### src/rtl/serial_parallel.sv
// serial_parallel: receive-side deserializer for the parallel_serial stream.
// Hunts for the idle comma to find byte alignment, locks after LOCK_COUNT
// consecutive aligned commas, then delivers every non-comma byte with a
// valid flag. Single clock domain, one byte period = 8 clk_32f cycles,
// serial order MSB first.
//
// Optional build macro: SERIAL_PARALLEL_BYTE_CNT_EN
//   When defined, adds a 16-bit byte_cnt output counting delivered data
//   bytes (wraps at 16'hFFFF). When undefined the port and counter are absent.
module serial_parallel #(
  parameter logic [7:0]  COMMA      = 8'hBC,
  parameter int unsigned LOCK_COUNT = 4
) (
  input  logic        clk_32f,
  input  logic        reset,
  input  logic        data_in,
  output logic [7:0]  data_out,
  output logic        valid_out,
`ifdef SERIAL_PARALLEL_BYTE_CNT_EN
  output logic [15:0] byte_cnt,
`endif
  output logic        active
);

  // Alignment state machine: sliding search, boundary-checked alignment,
  // and the locked data-delivery state.
  typedef enum logic [1:0] {
    SEARCH = 2'd0,
    ALIGN  = 2'd1,
    LOCKED = 2'd2
  } state_t;

  // Lock threshold narrowed to the width of the comma counter.
  localparam logic [3:0] LOCK_CNT4 = 4'(LOCK_COUNT);

  state_t      state_q,     state_d;
  // Only seven history bits are kept; the eighth bit of every candidate
  // byte is the bit arriving this cycle.
  logic [6:0]  shreg_q,     shreg_d;
  logic [2:0]  bit_cnt_q,   bit_cnt_d;
  logic [3:0]  bc_cnt_q,    bc_cnt_d;
  logic [7:0]  data_out_q,  data_out_d;
  logic        valid_out_q, valid_out_d;
  logic        active_q,    active_d;
`ifdef SERIAL_PARALLEL_BYTE_CNT_EN
  logic [15:0] byte_cnt_q,  byte_cnt_d;
`endif

  logic [7:0]  word;
  logic        is_comma;
  logic        boundary;

  // Candidate byte including the bit on the wire right now, so a byte is
  // recognised on the same edge that samples its last bit.
  always_comb begin
    word     = {shreg_q, data_in};
    is_comma = (word == COMMA);
    boundary = (bit_cnt_q == 3'd7);
  end

  // Next-state logic: shift register, bit phase, alignment FSM and outputs.
  always_comb begin
    shreg_d     = {shreg_q[5:0], data_in};
    bit_cnt_d   = bit_cnt_q + 3'd1;
    state_d     = state_q;
    bc_cnt_d    = bc_cnt_q;
    data_out_d  = data_out_q;
    valid_out_d = valid_out_q;
    active_d    = active_q;
`ifdef SERIAL_PARALLEL_BYTE_CNT_EN
    byte_cnt_d  = byte_cnt_q;
`endif

    case (state_q)
      SEARCH: begin
        // Compare on every cycle regardless of phase; a hit defines the
        // byte phase by restarting the bit counter.
        if (is_comma) begin
          bit_cnt_d = 3'd0;
          bc_cnt_d  = 4'd1;
          if (LOCK_CNT4 == 4'd1) begin
            state_d  = LOCKED;
            active_d = 1'b1;
          end else begin
            state_d = ALIGN;
          end
        end
      end

      ALIGN: begin
        // Only whole aligned bytes count; any non-comma drops the hunt.
        if (boundary) begin
          if (is_comma) begin
            bc_cnt_d = bc_cnt_q + 4'd1;
            if (bc_cnt_d == LOCK_CNT4) begin
              state_d  = LOCKED;
              active_d = 1'b1;
            end
          end else begin
            bc_cnt_d = 4'd0;
            state_d  = SEARCH;
          end
        end
      end

      LOCKED: begin
        // Data bytes are presented for a full byte period; an idle comma
        // clears valid but leaves the last data byte visible.
        if (boundary) begin
          if (is_comma) begin
            valid_out_d = 1'b0;
          end else begin
            data_out_d  = word;
            valid_out_d = 1'b1;
`ifdef SERIAL_PARALLEL_BYTE_CNT_EN
            byte_cnt_d  = byte_cnt_q + 16'd1;
`endif
          end
        end
      end

      default: begin
        state_d  = SEARCH;
        bc_cnt_d = 4'd0;
      end
    endcase
  end

  // State and output registers with synchronous active-low reset.
  always_ff @(posedge clk_32f) begin
    if (!reset) begin
      state_q     <= SEARCH;
      shreg_q     <= 7'd0;
      bit_cnt_q   <= 3'd0;
      bc_cnt_q    <= 4'd0;
      data_out_q  <= 8'h00;
      valid_out_q <= 1'b0;
      active_q    <= 1'b0;
`ifdef SERIAL_PARALLEL_BYTE_CNT_EN
      byte_cnt_q  <= 16'd0;
`endif
    end else begin
      state_q     <= state_d;
      shreg_q     <= shreg_d;
      bit_cnt_q   <= bit_cnt_d;
      bc_cnt_q    <= bc_cnt_d;
      data_out_q  <= data_out_d;
      valid_out_q <= valid_out_d;
      active_q    <= active_d;
`ifdef SERIAL_PARALLEL_BYTE_CNT_EN
      byte_cnt_q  <= byte_cnt_d;
`endif
    end
  end

  assign data_out  = data_out_q;
  assign valid_out = valid_out_q;
  assign active    = active_q;
`ifdef SERIAL_PARALLEL_BYTE_CNT_EN
  assign byte_cnt  = byte_cnt_q;
`endif

endmodule

### config.mk
export PLATFORM = sky130hd
export DESIGN_NAME = serial_parallel
export DESIGN_NICKNAME = d
export VERILOG_FILES = /design/src/rtl/serial_parallel.sv
export SDC_FILE = /design/constraint.sdc
export NUM_CORES = 1
export LEC_CHECK = 0
export BUFFER_PORTS_ARGS = -buffer_cell sky130_fd_sc_hd__clkbuf_2
export CORE_UTILIZATION = 60
export CTS_BUF_LIST = sky130_fd_sc_hd__clkbuf_8
export DETAILED_ROUTE_END_ITERATION = 10
export GPL_ROUTABILITY_DRIVEN = 0
export HOLD_SLACK_MARGIN = 0.15
export PLACE_DENSITY = 0.82
export SLEW_MARGIN = 20
export SYNTH_ARGS = -nofsm -noshare
export SYNTH_HDL_FRONTEND = slang
export SYNTH_SLANG_ARGS = --single-unit
### constraint.sdc
create_clock -name clk_32f -period 4.3 [get_ports clk_32f]
set_clock_uncertainty 0.15 [all_clocks]
set_input_delay 0.43 -clock clk_32f [delete_from_list [all_inputs] [get_ports clk_32f]]
set_output_delay 0.43 -clock clk_32f [all_outputs]
set_load 0.005 [all_outputs]
Word level (Yosys, flattened, before mapping)
Index checks and enable logic that the tools add are counted.

operators by class
  reduce and logical (&&, ||, !) cells = 6
  muxes and demuxes = 12
  bitwise logic cells = 2
  equality and inequality tests = 8
  add/subtract/negate cells = 2

operator list
  cell                                                                    count
  4-bit 2-to-1 mux                                                        3
  4-bit case mux with 3 select lines                                      1
  8-bit equality test (second input constant)                             1
  2-bit 2-to-1 mux                                                        4
  4-bit AND reduction                                                     2
  3-bit 2-to-1 mux                                                        2
  2-bit case mux with 3 select lines                                      1
  3-bit AND reduction                                                     2
  4-bit by 1-bit adder with 4-bit output (second input constant)          1
  4-bit by 3-bit equality test with 1-bit output (second input constant)  1
  2-bit inequality test (second input constant)                           2
  3-bit by 1-bit adder with 3-bit output (second input constant)          1
  3-bit equality test (second input constant)                             1
  3-bit inequality test (second input constant)                           1
  2-bit by 1-bit equality test with 1-bit output (second input constant)  1
  2-bit equality test (second input constant)                             1
  2-bit logical NOT                                                       1
  1-bit inverter                                                          2
  2-bit AND reduction                                                     1
  1-bit 2-to-1 mux                                                        1

word-level totals
  logic and storage cells = 37
  flip-flop bits (word level) = 26
  output and inout port bits = 10

Longest topological paths before layout
Gate-level depths: netlist of the first run.

  word-level depth = 6
  mapped depth = 6

Worst setup path after synthesis of the first run
Ideal clock, no wire load.

  path type = register to register
  start point = reg bit_cnt_q[0]
  end point = reg data_out_q[0], in the netlist data_out[0]
  arrival time = 1.401 ns
  stages on the path, launching flop included = 7
  setup slack = 2.633 ns
  cell sequence = dfxtp_1 ha_1 ha_1 nand3b_1 a21oi_4 mux2i_1 nor2b_1

on the way
  longest elaborated chain between the ends = 2

RTL lines
  item                                  RTL line  source
  from (decl)                           40        logic [2:0] bit_cnt_q, bit_cnt_d;
  from (signal assigned)                145       bit_cnt_q <= bit_cnt_d;
  3-bit equality test                   58        boundary = (bit_cnt_q == 3'd7);
  3-bit AND reduction (no source line)  --
  to (signal assigned)                  147       data_out_q <= data_out_d;
  to (decl)                             42        logic [7:0] data_out_q, data_out_d;

No other way between the ends.
A chain may end at the register's enable or synchronous reset.

Final worst setup path of the first run
Same ends and word-level chain as after synthesis.

==> results.cfg, run 1 <==
[outcome]
status = completed

[min_path]
hold_path.class = in2reg

[sta]
period_minus_slack_ns = 1.85
fmax_mhz = 541
final-hold-violation-count = 0
finalSetupViolations = 0
finalMaxSlewViolations = 0
timing.slew.headroom_pct = 68.5
setup_slack_ns = 2.45
finalCritPeriodShare_pct = 43.0
rsz0062_at_grt = no
fin_setup_tns_ns = 0
worst_slew_pin_slew_ns = 0.469

[global_routing]
met1_usage_pct = 28.1
overflow = 0
grt_pass1_wl_mm = 3.13
antenna_found_initial = 0
grtUsageMet3_pct = 3.67
top_usage_layer = met2
grt_max_degree = 25
grt_pass1_vias = 742
grtUsageMet2_pct = 35.6
grt_usage_pct = 22.2

[routing]
wl_mm = 1.84
viasPerCell = 5.33
drt_first_pass_iters = 4
drc = 0
vias = 752
drt.antenna.violating_nets = 0
routedWlPerCell_um = 13.0
drtIter0Drc = 12

[finish]
fin_cells = 141
diodes = 0
layout_commonest_cell = dfxtp_1
final_cell_mix = dfxtp_1, clkbuf_2, and2_1, nor2b_1
nets = 125
fin_area_um2 = 1210
layout-drive-gt1-share_pct = 17.9
syn_to_final_growth_pct = 12.8

[setup_path]
endpoint = data_out[0]
setup.worst_path.start = bit_cnt_q[0]
cp.depth = 6
rr_endpoint = data_out[0]
crit_path_end_kind = flip-flop
r2r_cells = 6
r2r_slack_ns = 2.45
worst-path-max-fanout = 9
worstSetupStartpointType = flip-flop
cp.buffers_inverters = 0
path_class = reg2reg
worst_ep_arrival_time_ns = 1.87
worstPathCellList = ha_1 -> ha_1 -> nand3b_1 -> a21oi_4 -> mux2i_1 -> nor2b_1
cp_data_required_time_ns = 4.32
crit_family = adder cells
critPathMaxStageDelay_ns = 0.36
r2r_start = bit_cnt_q[0]
crit_top_cell = ha_1
critPathSlowestCell = a21oi_4

[die]
initial_core_util_pct = 67.4
fp.coreArea_um2 = 1590
rows = 14
die_area_um2 = 1960
die_h_um = 44.3
die_w_um = 44.3
io_pins = 13

[cts]
clock_sinks = 26
clk_pin_slew_ns = 0.08
clock_latency_ns = 0.27
ctsResizeCount = 0
root_buffer = clkbuf_8
cts_tree = yes
cts.path.max_buffers = 2
postCtsHoldBufs = 0
numCtsBuffers = 3
htree_num_levels = 1
post_cts_buffers = 0

[logic_synthesis]
synth_compound_area_share_pct = 14.6
synthSimpleGateAreaFrac_pct = 21.9
synth_fp_nets = 112
synth_top_area_cell = dfxtp_1
synth_edf_count = 0
synth.avg_cell_area_um2 = 10.2
synth_flop_cell = dfxtp_1
synth_top_family_by_area = simple AND/OR/NAND/NOR gates
synth.yosys.seq_area_share_pct = 48.4
synth_cell_types = 31
synth-adder-area-share_pct = 4.66
yosys_warnings = 0
synth_xor_area_share_pct = 0
synth_area_leaders = dfxtp_1, mux2i_1, and2_1, ha_1, nor2b_1
synth-seq-cells = 26
synth.top_cell.area_share_pct = 48.4
syn_area_um2 = 1070
muxShareOfSynthArea_pct = 6.52
synthCells = 105
synthArstFlopShare_pct = 0

[power_and_ir_drop]
peakVddDrop_v = 0.000306
total_power_mw = 0.466
leakagePower_nw = 0.487
powerDensity_nw_per_um2 = 384

[placed_design]
place_ws_ns = 2.47
placed_area_um2 = 1140
dp.cells = 137
numPortBuffers = 12

[flow_run]
maxCapViolations = 0
==> per-stage QoR <==
stage                     utilization (%)  hold slack [ns]
after floorplan                         -            0.249
after global placement               71.6            0.256
after detailed placement             71.6            0.266
after CTS                            76.1            0.264
after global routing                 76.1            0.257
final                                76.1            0.267
==> Yosys cell counts, types with 3 or more instances <==
cell and n:
mux2i_1 7, nand2_1 4, and2_1 8, o21ai_0 7, nor2_1 3, ha_1 4, dfxtp_1 26, nand4_1 3
nor2b_1 8, nand3_1 4, inv_1 5
==> flip-flops by register name (all words and copies together) (netlist names) <==
name and flops:
valid_out 1, data_out 8, bc_cnt_q 4, active 1
state_q 2, shreg_q 7, bit_cnt_q 3
==> worst register-to-register path: stages (launching register included) <==
cell and delay [ns]:
dfxtp_1 0.34, ha_1 0.14, ha_1 0.25, nand3b_1 0.21, a21oi_4 0.36, mux2i_1 0.24, nor2b_1 0.06
==> final cells by class <==
type | count | area [µm²]
Clock buffer | 3 | 41.3
Tap cell | 24 | 30.0
Fill cell | 116 | 382
Clock inverter | 1 | 30.0
Inverter | 5 | 18.8
Sequential cell | 26 | 520
Multi-Input combinational cell | 70 | 512
Timing Repair Buffer | 12 | 60.1
==> per-layer routing <==
layer,share of wire (%),wire length (µm)
met2,44,808
met4,2.3,42
met1,51,943
met3,2.5,46
met5,0,0
==> worst min-delay path by stage <==
stage,from,end,slack (ns),cells after the start
after detailed placement,bit_cnt_q[0],bit_cnt_q[0],0.27,1
final,data_in,shreg_q[0],0.27,2
after global routing,data_in,shreg_q[0],0.26,2
after floorplan,bit_cnt_q[0],bit_cnt_q[0],0.25,1
after CTS,data_in,shreg_q[0],0.26,2
after global placement,bit_cnt_q[0],bit_cnt_q[0],0.26,1
==> power breakdown <==
part | internal [mW] | total (mW) | switching [mW] | leakage (nW)
clock network | 0.125 | 0.199 | 0.0744 | 0.0357
logic | 0.00769 | 0.0173 | 0.00960 | 0.241
registers | 0.246 | 0.250 | 0.00365 | 0.211
==> logic make-up (layout without fill, tap and decap cells) <==
| group | after synthesis | in the layout |
|---|---|---|
| AND/OR/NAND/NOR | 38 | 38 |
| flip-flops | 26 | 26 |
| AO/OA/AOI/OAI | 21 | 21 |
| buffers and inverters | 9 | 21 |
| multiplexers | 7 | 7 |
| adder cells (fa/ha/maj) | 4 | 4 |
No activity file was read; power rests on OpenSTA's default activity.
==> run 2, diff against run 1 <==
--- a/config.mk
+++ b/config.mk
@@ -6,12 +6,12 @@
 export NUM_CORES = 1
 export LEC_CHECK = 0
 export BUFFER_PORTS_ARGS = -buffer_cell sky130_fd_sc_hd__clkbuf_2
-export CORE_UTILIZATION = 60
+export CORE_UTILIZATION = 53
 export CTS_BUF_LIST = sky130_fd_sc_hd__clkbuf_8
 export DETAILED_ROUTE_END_ITERATION = 10
 export GPL_ROUTABILITY_DRIVEN = 0
 export HOLD_SLACK_MARGIN = 0.15
-export PLACE_DENSITY = 0.82
+export PLACE_DENSITY = 0.77
 export SLEW_MARGIN = 20
 export SYNTH_ARGS = -nofsm -noshare
 export SYNTH_HDL_FRONTEND = slang
==> constraint.sdc (replaced) <==
create_clock -name clk_32f -period 1.5 [get_ports clk_32f]
set_clock_uncertainty 0.15 [all_clocks]
set_input_delay 0.15 -clock clk_32f [delete_from_list [all_inputs] [get_ports clk_32f]]
set_output_delay 0.15 -clock clk_32f [all_outputs]
set_load 0.005 [all_outputs]
==> results.cfg, run 2 (same netlist as run 1, synthesis figures left out) <==
[outcome]
status = complete, but fails checks
violations = setup timing

[global_routing]
grt_usage_pct = 21.0
overflow = 0
grtUsageMet2_pct = 33.6
top_usage_layer = met2
grt_pass1_vias = 744
grt_max_degree = 24
antenna_found_initial = 0
grt_pass1_wl_mm = 3.19
met1_usage_pct = 27.2
grtUsageMet3_pct = 5.00

[setup_path]
path_class = reg2reg
cp.buffers_inverters = 1
worstPathCellList = ha_4 -> ha_4 -> nand3b_1 -> a21oi_4 -> buf_12 -> mux2i_1 -> nor2b_1
crit_family = flip-flops
crit_path_end_kind = flip-flop
crit_top_cell = ha_4
worst_ep_arrival_time_ns = 1.62
worst-path-max-fanout = 7
cp_data_required_time_ns = 1.51
critPathMaxStageDelay_ns = 0.36
critPathSlowestCell = dfxtp_2
worstSetupStartpointType = flip-flop

[cts]
clock_latency_ns = 0.27
clk_pin_slew_ns = 0.09
root_buffer = clkbuf_8
clock_sinks = 26
cts.path.max_buffers = 2
htree_num_levels = 1
numCtsBuffers = 3
cts_tree = yes

[sta]
setup_slack_ns = -0.108
finalMaxSlewViolations = 0
rsz0062_at_grt = yes
finalCritPeriodShare_pct = 107
final-hold-violation-count = 0
finalSetupViolations = 9
fin_setup_tns_ns = -0.698
period_minus_slack_ns = 1.61
fmax_mhz = 622
timing.slew.headroom_pct = 81.7
worst_slew_pin_slew_ns = 0.274

[finish]
largest_reg_flops = 8
final_cell_mix = dfxtp_1, buf_4, clkbuf_2
fin_util_pct = 79.8
fin_area_um2 = 1450
fill_cells = 123
layout-drive-gt1-share_pct = 39.0
layout_commonest_cell = dfxtp_1
diodes = 0
fin_cells = 161
syn_to_final_growth_pct = 35.2
nets = 144

[routing]
vias = 878
drc = 0
viasPerCell = 5.45
routedWlPerCell_um = 14.7
drtIter0Drc = 20
drt_first_pass_iters = 4
drt.antenna.violating_nets = 0
wl_mm = 2.37

[die]
die_area_um2 = 2210
initial_core_util_pct = 59.0
fp.coreArea_um2 = 1820
rows = 15
die_h_um = 47.0
die_w_um = 47.0
io_pins = 13

[power_and_ir_drop]
combinationalPowerShare_pct = 4.9
power_switching_mw = 0.266
internal_power_mw = 1.10
pwr-share-clk_pct = 42.2
peakVddDrop_v = 0.000765
leakagePower_nw = 0.605
powerDensity_nw_per_um2 = 940
sequentialPowerShare_pct = 52.9
swShare_pct = 19.5
total_power_mw = 1.37

[flow_run]
maxCapViolations = 0

[placed_design]
numPortBuffers = 12
hpwl_mm = 1.42
placed_area_um2 = 1270
dp.cells = 152

[min_path]
hold_path.class = in2reg
-- run 2: final cells by class --
cell class	instances	area, µm²	area share [%]
clock inverters	1	30.0	2.07
inverters	5	18.8	1.29
repair buffers	31	221	15.2
clock buffers	3	41.3	2.84
multi-input cells	70	583	40.1
well taps	25	31.3	2.15
flip-flops and latches	26	527	36.3
-- run 2: worst min-delay path: cells and delay by family --
kind                   cells  cell delay [ns]
AOI/OAI and AO/OA          1             0.13
buffers and inverters      2             0.29
-- run 2: through the flow --
step                      hold slack (ns)  setup slack, ns
after global placement              0.246          -0.0774
final                               0.199           -0.108
after CTS                           0.187          -0.0626
after floorplan                     0.122          -0.0772
after global routing                0.188           -0.160
after detailed placement            0.244           -0.126
-- run 2: worst paths after layout --
kind	start	to	slack, ns	cells after the start
max reg2reg	bit_cnt_q[0]	data_out[6]	-0.11	7
min	reset	data_out[4]	0.20	3
max	bit_cnt_q[0]	data_out[6]	-0.11	7
min reg2reg	bit_cnt_q[0]	bit_cnt_q[0]	0.29	1
-- run 2: what timing repair did --
action | 4_1_cts | 5_1_grt
hold buffers | 1 | 0
resized for setup | 10 | 6
pin swaps | 4 | 3
setup buffers | 3 | 1
endpoints found under the setup margin | 14 | 15
endpoints found under the hold margin | 2 | 0
-- run 2: power by group through the flow --
stage	logic (mW)	registers, mW	clock network, mW
5_1_grt	0.0724	0.725	0.610
3_5_place_dp	0.0600	0.737	0
3_3_place_gp	0.0575	0.736	0
2_1_floorplan	0.0407	0.734	0
4_1_cts	0.0638	0.722	0.584
6_report	0.0666	0.722	0.577
-- run 2: layer usage --
metal | routed length (µm) | part of all wire [%]
met3 | 110 | 4.6
met2 | 1140 | 48
met5 | 0 | 0
met1 | 1080 | 45
met4 | 39 | 1.6
==> run 3, diff against run 2 <==
--- a/config.mk
+++ b/config.mk
@@ -12,6 +12,7 @@
 export GPL_ROUTABILITY_DRIVEN = 0
 export HOLD_SLACK_MARGIN = 0.15
 export PLACE_DENSITY = 0.77
+export SETUP_SLACK_MARGIN = 0.15
 export SLEW_MARGIN = 20
 export SYNTH_ARGS = -nofsm -noshare
 export SYNTH_HDL_FRONTEND = slang
==> results.cfg, run 3 (same netlist as run 1, synthesis figures left out) <==
[die]
io_pins = 13
die_area_um2 = 2210
rows = 15
initial_core_util_pct = 59.0
die_h_um = 47.0
die_w_um = 47.0
fp.coreArea_um2 = 1820

[global_routing]
grt_pass1_vias = 902
antenna_found_initial = 0
grt_pass1_wl_mm = 3.87
overflow = 0
grt_usage_pct = 26.6
grt_max_degree = 24

[sta]
timing.slew.headroom_pct = 76.5
final-hold-violation-count = 0
period_minus_slack_ns = 1.71
rsz0062_at_grt = yes
fmax_mhz = 584
finalCritPeriodShare_pct = 114
finalMaxSlewViolations = 0
setup_slack_ns = -0.212
worst_slew_pin_slew_ns = 0.349
hold_ws_ns = 0.217
finalSetupViolations = 13

[finish]
final_cell_mix = dfxtp_1, buf_4, clkbuf_2
syn_to_final_growth_pct = 48.3
diodes = 0
layout_commonest_cell = dfxtp_1
fin_util_pct = 87.6
fin_area_um2 = 1590
nets = 150
largest_reg_flops = 8
layout-drive-gt1-share_pct = 48.6
fill_cells = 94

[min_path]
hold_path_depth = 3
hold_end = data_out[4]
hp-start = reset
hold_path.class = in2reg

[routing]
viasPerCell = 5.80
vias = 968
routedWlPerCell_um = 17.5
drt_first_pass_iters = 4
drc = 0
drt.antenna.violating_nets = 0
wl_mm = 2.93
drtIter0Drc = 27

[setup_path]
worst_ep_arrival_time_ns = 1.73
path_class = reg2reg
rr_endpoint = data_out[6]
crit_path_end_kind = flip-flop
cp.buffers_inverters = 1
r2r_cells = 7
cp_data_required_time_ns = 1.52
cp.depth = 7
worst-path-max-fanout = 5
crit_family = flip-flops
worstSetupStartpointType = flip-flop
worstPathCellList = ha_4 -> ha_4 -> nand3b_1 -> a21oi_4 -> buf_6 -> mux2i_1 -> nor2b_1
critPathSlowestCell = dfxtp_2
crit_top_cell = ha_4
critPathMaxStageDelay_ns = 0.36
r2r_start = bit_cnt_q[0]
r2r_slack_ns = -0.21

[cts]
clock_latency_ns = 0.28
clk_pin_slew_ns = 0.09
clock_sinks = 26
htree_num_levels = 1
numCtsBuffers = 3
root_buffer = clkbuf_8
cts_tree = yes
cts.path.max_buffers = 2

[outcome]
status = complete, but fails checks
violations = setup timing

[placed_design]
numPortBuffers = 12
hpwl_mm = 1.53
placed_area_um2 = 1270

[power_and_ir_drop]
leakagePower_nw = 0.643
powerDensity_nw_per_um2 = 799
peakVddDrop_v = 0.000959

[flow_run]
maxCapViolations = 0
-- run 3: timing repair --
item	CTS	global route
setup buffers	6	4
setup endpoints to repair	19	19
resized for setup	27	16
pin swaps	7	5
cloned	0	0
endpoints found under the hold margin	2	1
hold buffers	1	1
-- run 3: how the worst max path moves through the flow --
stage,start,to,slack [ns]
final,bit_cnt_q[0],data_out[6],-0.21
after detailed placement,bit_cnt_q[0],data_out[0],-0.18
after CTS,bit_cnt_q[0],data_out[0],-0.09
after floorplan,bit_cnt_q[1],data_out[0],-0.08
after global routing,bit_cnt_q[1],data_out[6],-0.25
after global placement,bit_cnt_q[0],data_out[2],-0.08
-- run 3: report_power, final --
group	internal, mW	switching (mW)
combinational	0.0462	0.0416
clock	0.235	0.225
sequential	0.707	0.0184
total	0.988	0.285
-- run 3: cell type report --
| class | instances | area, µm² | share of cell area, % |
|---|---|---|---|
| Clock buffer | 4 | 55.1 | 3.45 |
| Sequential cell | 26 | 534 | 33.5 |
| Tap cell | 25 | 31.3 | 1.96 |
| Inverter | 5 | 18.8 | 1.18 |
| Timing Repair Buffer | 37 | 279 | 17.5 |
| Multi-Input combinational cell | 70 | 676 | 42.4 |
-- run 3: worst reg2reg max path: cells and delay by family (launching register included) --
kind	cells	cell delay, ns
mux	1	0.25
fa+ha+maj	2	0.27
compound gates	1	0.20
flops	1	0.36
simple gates	2	0.21
buf+inv	1	0.16
-- run 3: through the flow --
stage          setup TNS [ns]  total power, mW  worst slack, ns  cells
2_1_floorplan          -0.463            0.775          -0.0772    105
3_3_place_gp           -0.508            0.795          -0.0789    151
3_5_place_dp            -1.16            0.802           -0.179    151
4_1_cts                -0.565             1.27          -0.0851    162
5_1_grt                 -1.86             1.31           -0.246    167
6_report                -1.35             1.27           -0.212    167
-- run 3: per-layer routing --
layer  vias to the layer above  GRT usage [%]  part of all wire [%]
li1                        449              -                     -
met2                        35           48.3                    52
met1                       470           28.4                    39
met5                         -              0                     0
met3                        14           5.00                   4.1
met4                         0           16.0                   4.6
